[src/rtl/reg_writeback_cntrl_if.sv]
// Writeback stage bus: memory-access stage fields, data-memory read response,
// and the register-file / CSR-file write ports plus pipeline status.
// slave = the writeback controller; master = upstream/driver side.
`ifndef OPCODE_WIDTH
`define OPCODE_WIDTH 7
`endif
`ifndef FUNCT3_LEN
`define FUNCT3_LEN 3
`endif
`ifndef XLEN
`define XLEN 32
`endif
`ifndef SYS_REGS_WIDTH
`define SYS_REGS_WIDTH 5
`endif
`ifndef CSR_BASE_WIDTH
`define CSR_BASE_WIDTH 12
`endif
`ifndef CSR_UIMM_WIDTH
`define CSR_UIMM_WIDTH 5
`endif

interface reg_writeback_cntrl_if;
    logic                         halt;
    logic [`OPCODE_WIDTH-1:0]     opcode_in;
    logic [`FUNCT3_LEN-1:0]       funct3_in;
    logic [`XLEN-1:0]             rd_data_in;
    logic [`SYS_REGS_WIDTH-1:0]   rd_addr_in;
    logic [`XLEN-1:0]             csr_data_in;
    logic [`CSR_BASE_WIDTH-1:0]   csr_addr_in;
    logic [`CSR_UIMM_WIDTH-1:0]   uimm_in;
    logic [`XLEN-1:0]             mem_rdata;
    logic                         mem_rvalid;
    logic                         rf_we;
    logic [`SYS_REGS_WIDTH-1:0]   rf_waddr;
    logic [`XLEN-1:0]             rf_wdata;
    logic                         csr_we;
    logic [`CSR_BASE_WIDTH-1:0]   csr_waddr;
    logic [`XLEN-1:0]             csr_wdata;
    logic                         stall_out;
    logic                         load_fault;

    modport slave (
        input  halt, opcode_in, funct3_in, rd_data_in, rd_addr_in,
               csr_data_in, csr_addr_in, uimm_in, mem_rdata, mem_rvalid,
        output rf_we, rf_waddr, rf_wdata, csr_we, csr_waddr, csr_wdata,
               stall_out, load_fault
    );

    modport master (
        output halt, opcode_in, funct3_in, rd_data_in, rd_addr_in,
               csr_data_in, csr_addr_in, uimm_in, mem_rdata, mem_rvalid,
        input  rf_we, rf_waddr, rf_wdata, csr_we, csr_waddr, csr_wdata,
               stall_out, load_fault
    );
endinterface

[src/rtl/reg_writeback_cntrl.sv]
// Purpose: final pipeline stage; drives register-file and CSR-file writes, waits for load data.
// Latency: non-load writes appear one cycle after capture; loads write one cycle after mem_rvalid.
// Backpressure: stall_out (registered) is high while waiting; upstream holds inputs, which are ignored.
// Ports: clk, rst_n (async active-low), wb (reg_writeback_cntrl_if.slave: stage fields in,
//        rf/csr write ports, stall_out and load_fault out).
// Optional feature: define CSR_WB_EN to build the CSR write path; otherwise csr_* outputs are 0.
`ifndef OPCODE_WIDTH
`define OPCODE_WIDTH 7
`endif
`ifndef FUNCT3_LEN
`define FUNCT3_LEN 3
`endif
`ifndef XLEN
`define XLEN 32
`endif
`ifndef SYS_REGS_WIDTH
`define SYS_REGS_WIDTH 5
`endif
`ifndef CSR_BASE_WIDTH
`define CSR_BASE_WIDTH 12
`endif
`ifndef CSR_UIMM_WIDTH
`define CSR_UIMM_WIDTH 5
`endif

module reg_writeback_cntrl #(
    parameter int TIMEOUT_CYCLES = 16
) (
    input  logic                  clk,
    input  logic                  rst_n,
    reg_writeback_cntrl_if.slave  wb
);
    localparam logic [6:0] OP_LOAD   = 7'b0000011;
    localparam logic [6:0] OP_LUI    = 7'b0110111;
    localparam logic [6:0] OP_AUIPC  = 7'b0010111;
    localparam logic [6:0] OP_JAL    = 7'b1101111;
    localparam logic [6:0] OP_JALR   = 7'b1100111;
    localparam logic [6:0] OP_OP     = 7'b0110011;
    localparam logic [6:0] OP_OPIMM  = 7'b0010011;
    localparam logic [6:0] OP_SYSTEM = 7'b1110011;
    localparam logic [7:0] CNT_LAST  = 8'(TIMEOUT_CYCLES - 1);

    typedef enum logic [0:0] {ST_IDLE, ST_WAIT} state_t;

    state_t                       state, state_nxt;
    logic [7:0]                   cnt, cnt_nxt;
    logic [`SYS_REGS_WIDTH-1:0]   ld_rd, ld_rd_nxt;
    logic [2:0]                   ld_f3, ld_f3_nxt;
    logic [1:0]                   ld_off, ld_off_nxt;

    logic                         rf_we_q, rf_we_nxt;
    logic [`SYS_REGS_WIDTH-1:0]   rf_waddr_q, rf_waddr_nxt;
    logic [`XLEN-1:0]             rf_wdata_q, rf_wdata_nxt;
    logic                         csr_we_nxt;
    logic [`CSR_BASE_WIDTH-1:0]   csr_waddr_nxt;
    logic [`XLEN-1:0]             csr_wdata_nxt;
    logic                         stall_q, stall_nxt;
    logic                         fault_q, fault_nxt;
    logic                         wr_ok;
    logic [7:0]                   ld_byte;
    logic [15:0]                  ld_half;

`ifdef CSR_WB_EN
    logic                         csr_we_q;
    logic [`CSR_BASE_WIDTH-1:0]   csr_waddr_q;
    logic [`XLEN-1:0]             csr_wdata_q;
    logic [`XLEN-1:0]             csr_src;
`endif

    // Lane selection on the word returned by memory; halfword ignores addr[0].
    assign ld_byte = wb.mem_rdata[{ld_off, 3'b000} +: 8];
    assign ld_half = ld_off[1] ? wb.mem_rdata[31:16] : wb.mem_rdata[15:0];

    always_comb begin
        state_nxt     = state;
        cnt_nxt       = cnt;
        ld_rd_nxt     = ld_rd;
        ld_f3_nxt     = ld_f3;
        ld_off_nxt    = ld_off;
        rf_waddr_nxt  = rf_waddr_q;
        rf_wdata_nxt  = rf_wdata_q;
        fault_nxt     = 1'b0;
        wr_ok         = 1'b0;
        csr_we_nxt    = 1'b0;
        csr_waddr_nxt = '0;
        csr_wdata_nxt = '0;
`ifdef CSR_WB_EN
        csr_waddr_nxt = csr_waddr_q;
        csr_wdata_nxt = csr_wdata_q;
        csr_src       = '0;
`endif
        case (state)
            ST_IDLE: begin
                if (!wb.halt) begin
                    case (wb.opcode_in)
                        OP_LOAD: begin
                            ld_rd_nxt  = wb.rd_addr_in;
                            ld_f3_nxt  = wb.funct3_in;
                            ld_off_nxt = wb.rd_data_in[1:0];
                            cnt_nxt    = '0;
                            state_nxt  = ST_WAIT;
                        end
                        OP_LUI, OP_AUIPC, OP_JAL, OP_JALR, OP_OP, OP_OPIMM: begin
                            rf_waddr_nxt = wb.rd_addr_in;
                            rf_wdata_nxt = wb.rd_data_in;
                            wr_ok        = 1'b1;
                        end
                        OP_SYSTEM: begin
                            // funct3 x00 is not a CSR op (ECALL/EBREAK or reserved).
                            if (wb.funct3_in[1:0] != 2'b00) begin
                                rf_waddr_nxt = wb.rd_addr_in;
                                rf_wdata_nxt = wb.csr_data_in;
                                wr_ok        = 1'b1;
`ifdef CSR_WB_EN
                                csr_src = wb.funct3_in[2]
                                        ? {{(`XLEN-`CSR_UIMM_WIDTH){1'b0}}, wb.uimm_in}
                                        : wb.rd_data_in;
                                case (wb.funct3_in[1:0])
                                    2'b01:   csr_wdata_nxt = csr_src;
                                    2'b10:   csr_wdata_nxt = wb.csr_data_in | csr_src;
                                    default: csr_wdata_nxt = wb.csr_data_in & ~csr_src;
                                endcase
                                csr_waddr_nxt = wb.csr_addr_in;
                                // CSRRSI/CSRRCI with zero immediate are pure reads.
                                csr_we_nxt = !(wb.funct3_in[2] && wb.funct3_in[1] &&
                                               (wb.uimm_in == '0));
`endif
                            end
                        end
                        default: ;
                    endcase
                end
            end
            ST_WAIT: begin
                if (wb.mem_rvalid) begin
                    // Data in the last allowed cycle beats the timeout.
                    state_nxt    = ST_IDLE;
                    rf_waddr_nxt = ld_rd;
                    wr_ok        = 1'b1;
                    case (ld_f3)
                        3'b000:  rf_wdata_nxt = {{24{ld_byte[7]}}, ld_byte};
                        3'b100:  rf_wdata_nxt = {24'd0, ld_byte};
                        3'b001:  rf_wdata_nxt = {{16{ld_half[15]}}, ld_half};
                        3'b101:  rf_wdata_nxt = {16'd0, ld_half};
                        3'b010:  rf_wdata_nxt = wb.mem_rdata;
                        default: wr_ok = 1'b0;
                    endcase
                end else if (cnt == CNT_LAST) begin
                    fault_nxt = 1'b1;
                    state_nxt = ST_IDLE;
                end else begin
                    cnt_nxt = cnt + 8'd1;
                end
            end
            default: state_nxt = ST_IDLE;
        endcase
        rf_we_nxt = wr_ok && (rf_waddr_nxt != '0);
        stall_nxt = (state_nxt == ST_WAIT);
    end

    always_ff @(posedge clk or negedge rst_n) begin
        if (!rst_n) begin
            state      <= ST_IDLE;
            cnt        <= '0;
            ld_rd      <= '0;
            ld_f3      <= '0;
            ld_off     <= '0;
            rf_we_q    <= 1'b0;
            rf_waddr_q <= '0;
            rf_wdata_q <= '0;
            stall_q    <= 1'b0;
            fault_q    <= 1'b0;
        end else begin
            state      <= state_nxt;
            cnt        <= cnt_nxt;
            ld_rd      <= ld_rd_nxt;
            ld_f3      <= ld_f3_nxt;
            ld_off     <= ld_off_nxt;
            rf_we_q    <= rf_we_nxt;
            rf_waddr_q <= rf_waddr_nxt;
            rf_wdata_q <= rf_wdata_nxt;
            stall_q    <= stall_nxt;
            fault_q    <= fault_nxt;
        end
    end

`ifdef CSR_WB_EN
    always_ff @(posedge clk or negedge rst_n) begin
        if (!rst_n) begin
            csr_we_q    <= 1'b0;
            csr_waddr_q <= '0;
            csr_wdata_q <= '0;
        end else begin
            csr_we_q    <= csr_we_nxt;
            csr_waddr_q <= csr_waddr_nxt;
            csr_wdata_q <= csr_wdata_nxt;
        end
    end

    assign wb.csr_we    = csr_we_q;
    assign wb.csr_waddr = csr_waddr_q;
    assign wb.csr_wdata = csr_wdata_q;
`else
    logic unused_csr;
    assign unused_csr   = ^{wb.csr_addr_in, wb.uimm_in, csr_we_nxt, csr_waddr_nxt, csr_wdata_nxt};
    assign wb.csr_we    = 1'b0;
    assign wb.csr_waddr = '0;
    assign wb.csr_wdata = '0;
`endif

    assign wb.rf_we      = rf_we_q;
    assign wb.rf_waddr   = rf_waddr_q;
    assign wb.rf_wdata   = rf_wdata_q;
    assign wb.stall_out  = stall_q;
    assign wb.load_fault = fault_q;
endmodule

[src/flat_wrapper.sv]
// flat-port wrapper written by rule: the top's interface ports become plain ports
module reg_writeback_cntrl_flat 
#(
    parameter int TIMEOUT_CYCLES = 16
)
  (clk, rst_n, wb_halt, wb_opcode_in, wb_funct3_in, wb_rd_data_in, wb_rd_addr_in, wb_csr_data_in, wb_csr_addr_in, wb_uimm_in, wb_mem_rdata, wb_mem_rvalid, wb_rf_we, wb_rf_waddr, wb_rf_wdata, wb_csr_we, wb_csr_waddr, wb_csr_wdata, wb_stall_out, wb_load_fault);
  reg_writeback_cntrl_if wb_i ();
  input  logic clk;
  input  logic rst_n;
  input wire logic [$bits(wb_i.halt)-1:0] wb_halt;
  input wire logic [$bits(wb_i.opcode_in)-1:0] wb_opcode_in;
  input wire logic [$bits(wb_i.funct3_in)-1:0] wb_funct3_in;
  input wire logic [$bits(wb_i.rd_data_in)-1:0] wb_rd_data_in;
  input wire logic [$bits(wb_i.rd_addr_in)-1:0] wb_rd_addr_in;
  input wire logic [$bits(wb_i.csr_data_in)-1:0] wb_csr_data_in;
  input wire logic [$bits(wb_i.csr_addr_in)-1:0] wb_csr_addr_in;
  input wire logic [$bits(wb_i.uimm_in)-1:0] wb_uimm_in;
  input wire logic [$bits(wb_i.mem_rdata)-1:0] wb_mem_rdata;
  input wire logic [$bits(wb_i.mem_rvalid)-1:0] wb_mem_rvalid;
  output wire logic [$bits(wb_i.rf_we)-1:0] wb_rf_we;
  output wire logic [$bits(wb_i.rf_waddr)-1:0] wb_rf_waddr;
  output wire logic [$bits(wb_i.rf_wdata)-1:0] wb_rf_wdata;
  output wire logic [$bits(wb_i.csr_we)-1:0] wb_csr_we;
  output wire logic [$bits(wb_i.csr_waddr)-1:0] wb_csr_waddr;
  output wire logic [$bits(wb_i.csr_wdata)-1:0] wb_csr_wdata;
  output wire logic [$bits(wb_i.stall_out)-1:0] wb_stall_out;
  output wire logic [$bits(wb_i.load_fault)-1:0] wb_load_fault;
  assign wb_i.halt = wb_halt;
  assign wb_i.opcode_in = wb_opcode_in;
  assign wb_i.funct3_in = wb_funct3_in;
  assign wb_i.rd_data_in = wb_rd_data_in;
  assign wb_i.rd_addr_in = wb_rd_addr_in;
  assign wb_i.csr_data_in = wb_csr_data_in;
  assign wb_i.csr_addr_in = wb_csr_addr_in;
  assign wb_i.uimm_in = wb_uimm_in;
  assign wb_i.mem_rdata = wb_mem_rdata;
  assign wb_i.mem_rvalid = wb_mem_rvalid;
  assign wb_rf_we = wb_i.rf_we;
  assign wb_rf_waddr = wb_i.rf_waddr;
  assign wb_rf_wdata = wb_i.rf_wdata;
  assign wb_csr_we = wb_i.csr_we;
  assign wb_csr_waddr = wb_i.csr_waddr;
  assign wb_csr_wdata = wb_i.csr_wdata;
  assign wb_stall_out = wb_i.stall_out;
  assign wb_load_fault = wb_i.load_fault;
  reg_writeback_cntrl #(.TIMEOUT_CYCLES(TIMEOUT_CYCLES)) u_core (.clk(clk), .rst_n(rst_n), .wb(wb_i));
endmodule
[config.mk]
export PLATFORM = sky130hd
export DESIGN_NAME = reg_writeback_cntrl_flat
export DESIGN_NICKNAME = d
export VERILOG_FILES = /design/src/rtl/reg_writeback_cntrl_if.sv /design/src/rtl/reg_writeback_cntrl.sv /design/src/flat_wrapper.sv
export SDC_FILE = /design/constraint.sdc
export NUM_CORES = 1
export LEC_CHECK = 0
export BUFFER_PORTS_ARGS = -buffer_cell sky130_fd_sc_hd__buf_4
export CAP_MARGIN = 20
export CORE_MARGIN = 2
export CORE_UTILIZATION = 49
export DETAILED_ROUTE_END_ITERATION = 7
export GPL_ROUTABILITY_DRIVEN = 0
export GPL_TIMING_DRIVEN = 0
export PLACE_DENSITY = 0.86
export SLEW_MARGIN = 0
export SYNTH_ARGS = -nofsm -noshare
export SYNTH_HDL_FRONTEND = slang
export SYNTH_SLANG_ARGS = --single-unit
[constraint.sdc]
create_clock -name clk -period 4.55 [get_ports clk]
set_input_delay 0 -clock clk [delete_from_list [all_inputs] [get_ports clk]]
set_output_delay 0 -clock clk [all_outputs]
set_load 0.1 [all_outputs]
Word-level counts from Yosys, hierarchy flattened
Cells that the tools add are included.
{"block": "totals", "word_cells": 74, "regBits": 58, "input_bits": 132}
{"block": "classes", "n_mux": 31, "shift": 1, "reduce_logical": 9, "bitwise": 2, "eq_ne": 21, "addsub": 1}
{"cell": "$pmux W32 S5", "n": 1}
{"cell": "$pmux W32 S2", "n": 2}
{"cell": "$mux W32", "n": 3}
{"cell": "$mux W8", "n": 4}
{"cell": "$shiftx A32 B6 Y8", "n": 1}
{"cell": "$eq A7 B7 Y1 const B", "n": 3}
{"cell": "$pmux W5 S2", "n": 2}
{"cell": "$mux W16", "n": 1}
{"cell": "$pmux W8 S2", "n": 1}
{"cell": "$mux W5", "n": 3}
{"cell": "$eq A7 B5 Y1 const B", "n": 2}
{"cell": "$eq A7 B6 Y1 const B", "n": 2}
{"cell": "$mux W1", "n": 11}
{"cell": "$ne A2 B2 Y1 const B", "n": 5}
{"cell": "$add A8 B1 Y8 const B", "n": 1}
{"cell": "$eq A8 B4 Y1 const B", "n": 1}
{"cell": "$eq A7 B2 Y1 const B", "n": 1}
{"cell": "$eq A3 B3 Y1 const B", "n": 2}
{"cell": "$ne A6 B6 Y1 const B", "n": 1}
{"cell": "$pmux W1 S2", "n": 3}
{"cell": "$reduce_or A6 Y1", "n": 1}
{"cell": "$reduce_and A5 Y1", "n": 1}
{"cell": "$reduce_bool A5 Y1", "n": 1}
{"cell": "$reduce_or A5 Y1", "n": 1}
{"cell": "10 further kinds", "n": 11}

Longest topological paths before layout
{"block": "depth", "ltp_word": 7, "ltp_mapped": 9, "ltp_nobuf": 7}

Worst setup path before layout
No wires, ideal clock.
{"block": "synth_timing", "path_type": "register to register", "from": "register u_core.state", "to": "register u_core.cnt[5]", "t_required_ns": 4.432, "n_path_buf": 1, "setup_slack_ns": 2.215, "path_stages_with_launch": 8, "setup_ns": 0.118, "arrival_time_ns": 2.217, "path_cell_list": "dfrtp_1 > buf_2 > nor2b_1 > o31a_1 > and4_4 > nand3_1 > xor2_1 > nor2_1"}
{"block": "synth_via", "elab_chain_len": 3, "word_cells_on_any_way": 7, "cone_classes": "eq/ne (4); mux (1); bitwise (1); reduce/logical (1)"}
{"item": "start: declaration", "line": "reg_writeback_cntrl.sv:45", "source": "state_t state, state_nxt;"}
{"item": "start signal: assignment", "line": "reg_writeback_cntrl.sv:174", "source": "state <= state_nxt;"}
{"item": "$not A1 Y1 (no line)"}
{"item": "$ne A2 B2 Y1 (no line)"}
{"item": "$reduce_and A4 Y1 (no line)"}
{"item": "end signal: assignment", "line": "reg_writeback_cntrl.sv:175", "source": "cnt <= cnt_nxt;"}
{"item": "end: declaration", "line": "reg_writeback_cntrl.sv:46", "source": "logic [7:0] cnt, cnt_nxt;"}
Parallel ways exist; a longest one is shown, timed or not.
A chain may end at the register's enable or synchronous reset.

Worst setup path in the final report
{"block": "layout_timing", "from": "register u_core.state", "to": "register u_core.rf_wdata_q[4], in the netlist u_core.wb.rf_wdata[4]"}
{"block": "layout_via", "elab_chain_len": 3, "word_cells_on_any_way": 8, "cone_classes": "eq/ne (5); mux (1); bitwise (1); reduce/logical (1)"}
{"item": "$not A1 Y1 (no line)"}
{"item": "$ne A3 B2 Y1 (no line) (tied with other cells)"}
{"item": "$reduce_and A5 Y1 (no line)"}
{"item": "end signal: assignment", "line": "reg_writeback_cntrl.sv:181", "source": "rf_wdata_q <= rf_wdata_nxt;"}
{"item": "end: declaration", "line": "reg_writeback_cntrl.sv:53", "source": "logic [`XLEN-1:0] rf_wdata_q, rf_wdata_nxt;"}
Parallel ways exist; a longest one is shown, timed or not.

==> key figures <==
Global route
  – GRT met1 Usage: between 30% and 40%
  – First-pass GRT wire length: 17760 µm
  – Initial antenna violation count: 0
  – Grt met3 use: 6.166%
  – Vias in the first global route: roughly 3700
  – Global Route Usage Sum: 25.92%
  – Largest net degree at the start of global routing: 59
  – GRT busiest layer: met2
  – Total congestion overflow: 0
  – Met2 Track Usage GR: 46.60%

Synthesis
  – Mux contribution to synthesized area: 17.74%
  – Xor/xnor share of the synthesized area: 1.507%
  – Cells after synthesis: 390
  – Leading area contributor after synthesis: dfrtp_1
  – Sequential area share after synthesis: 35.67%
  – Number of synthesized register bits: 58
  – YS warnings: 0
  – Asr flop ratio synth: 100.0%
  – Synth area leaders: dfrtp_1, buf_4, mux2i_1
  – Count leader, synth: dfrtp_1
  – Post-synthesis compound-gate area fraction: between 20 and 25%
  – Syn Area/Cell: between 10 and 15 µm²
  – Mapped Area: 4069 µm²
  – Post-synthesis simple-gate area fraction: 10.52%
  – Largest family of logic cells by synthesized area: compound AO/OA/AOI/OAI gates
  – Top FF cell, synth: dfrtp_1
  – Post-synth cell types: 57
  – Synth top cells by count: dfrtp_1, buf_4, mux2i_1, nand2_1, nor2_1
  – EDFF count, synth: 0
  – Yosys top cell area share: 35.67%
  – Fraction of the mapped netlist area in adder cells: 0.3075%

Clock network
  – Post-CTS Hold Buffers: 17
  – Worst skew pair latency: 340 ps
  – CTS root buf: clkbuf_8
  – Resized Gates After CTS: 0
  – Clk pin slew, worst setup/hold paths: 70 ps
  – CTS tree: done
  – Clock sinks: 58
  – Max Buffers Root-to-Sink: 2
  – Post-CTS Setup Repair Bufs: 0
  – Cts bufs inserted: 9
  – # H-tree levels: 3

Finish
  – Proportion of layout cells with a drive suffix above 1: 46.61%
  – Antenna Cells: 0
  – Net total in the final layout: 749
  – Fillcell total: 585
  – Register area: roughly 1500 µm²
  – Final Cell Area: between 5000 and 6000 µm²
  – Syn-to-layout area delta: 44.90%
  – Fin util: slightly above 70%
  – Area of the multi-input gates: about 2300 µm²

Pwr
  – Internal: around 1.3 mW
  – P_leak: 2.930 nW
  – Clock group share of total power: 19.2%
  – Psw: about 1.3 mW
  – Sw Share: 51.62%
  – Power Total: around 2.6 mW
  – Pwr dens: 439.6 nW/µm²
  – Comb pwr share: 54.2%
  – Peak supply drop: 0.2932 mV
  – Seq pwr share: about a quarter

Drt
  – Vias: around 3700
  – Number of DRC markers in iteration 0: 185
  – First-pass DRT Iterations: 4
  – ANT nets after route: 0
  – Vias per cell: 5.156
  – Routed wire length: 12040 µm
  – WL/cell: 16.60 µm
  – Number of remaining DRC errors: 0

Die
  – Die area: 9049 µm²
  – Chip width: 95.13 µm
  – Core area: 8134 µm²
  – Initial core utilization: 50.02%
  – I/O pin count: 217
  – Std cell rows: 33
  – Die Ht: about 95 µm

Timing
  – Period utilization: 46.65%
  – RSZ-0062 raised after global routing: no
  – Slew Limit Fails: 0
  – Tightest Pin Transition: about 730 ps
  – Layout Skew: 9.123 ps
  – Final setup vio count: 0
  – Relative slew margins: between 50 and 60%
  – Setup TNS: 0 ps
  – Fmax: 471.1 MHz
  – Tmin final: 2122 ps
  – Final hold viol count: 0
  – Min Hold Slack: ~10 ps

Min path
  – Hold Crit Class: in2reg

Run
  – Max-cap violations: 0

Setup path
  – Critical Path RT: 4840 ps
  – Max FO, Critical Path: 10
  – Setup crit end kind: flop
  – Setup CP Type: reg2reg
  – CP Launch Type: flop
  – Critical Path AT: 2410 ps

Placed design
  – Hpwl dp: 9374 µm
  – Post-DP Area: 5522 µm²
  – Buffers on Ports: around 150

Run status
  – Status: completed
==> placed cells by master (no fill, tap or decap), drive strengths merged, types with 2 or more instances in the layout <==
| cell type | count |
|---|---|
| a221oi | 8 |
| a21o | 8 |
| mux2i | 29 |
| o21a | 2 |
| mux2 | 36 |
| o21ai | 13 |
| a2bb2oi | 8 |
| and2 | 4 |
| a22o | 2 |
| buf | 215 |
| xor2 | 5 |
| or2 | 2 |
| nor2b | 4 |
| nand3 | 3 |
| o221ai | 7 |
| inv | 6 |
| conb | 45 |
| nor3 | 4 |
| dlygate4sd3 | 17 |
| o31ai | 17 |
| o211ai | 2 |
| nand2 | 29 |
| xnor2 | 2 |
| a21oi | 18 |
| clkbuf | 20 |
| a22oi | 9 |
| nor2 | 29 |
| dfrtp | 58 |
==> flip-flops by register name, indices dropped and copies added, names as in the netlist <==
signal / flops
u_core.wb.rf_we: 1
u_core.wb.rf_wdata: 32
u_core.wb.rf_waddr: 5
u_core.ld_off: 2
u_core.ld_rd: 5
u_core.state: 1
u_core.wb.load_fault: 1
u_core.cnt: 8
u_core.ld_f3: 3
==> power by group through the flow <==
| stage | sequential [mW] | clock (mW) | combinational [mW] |
|---|---|---|---|
| floorplan | 1.37 | 0 | 0.398 |
| global placement | 0.691 | 0 | 1.38 |
| detailed placement | 0.696 | 0 | 1.39 |
| CTS | 0.688 | 0.503 | 1.41 |
| global route | 0.699 | 0.522 | 1.45 |
| finish | 0.689 | 0.497 | 1.41 |
==> path summary, 6_finish.rpt <==
path | from | endpoint | slack (ps) | cells past startpoint
max in group asynchronous | rst_n | u_core.wb.rf_wdata[31] | 3810 | 2
min reg2reg | u_core.wb.rf_wdata[8] | u_core.wb.rf_wdata[8] | 480 | 1
min | wb_mem_rdata[26] | u_core.wb.rf_wdata[26] | 10 | 3
max | u_core.state | u_core.wb.rf_wdata[4] | 2430 | 6
max reg2reg | u_core.state | u_core.wb.rf_wdata[4] | 2430 | 6
min in group asynchronous | rst_n | u_core.state | 270 | 2
==> per-stage QoR <==
step / worst slack, ps / std cells
finish: 2428 / 725
global route: 2316 / 725
CTS: 2492 / 725
detailed placement: 2508 / 693
global placement: 2588 / 693
floorplan: 2215 / 434
==> routing by layer <==
metal  up-vias  share of wire [%]
met5         -                  0
li1       1784                  -
met3        26                8.1
met4         0                2.1
met1      1738                 39
met2       190                 51
==> critical path, cell delays in order (launching register included) <==
cell,delay [ps]
dfrtp_1,360
buf_2,240
buf_1,480
clkbuf_1,420
o221ai_1,190
o21ai_1,180
mux2_4,190
==> cells by family (layout without fill, tap and decap cells) <==
logic type                 Yosys count  after routing
and+or+nand+nor                     84             84
other                                1             45
muxes                               65             65
DFF                                 58             58
adders and majority gates            1              1
buffers and inverters               74            260
xor gates and xnor gates             7              7
AOI/OAI and AO/OA                  100            100
==> area by class of cell <==
type / count / area share (%)
multi-input cells: 302 / 38.56
clock buffers: 13 / 2.865
flip-flops and latches: 58 / 24.62
clock inverters: 2 / 0.5942
repair buffers: 171 / 22.50
plain buffers: 68 / 8.256
inverters: 6 / 0.3820
well taps: 105 / 2.228
Note: power is estimated with default switching activity, not from simulation.
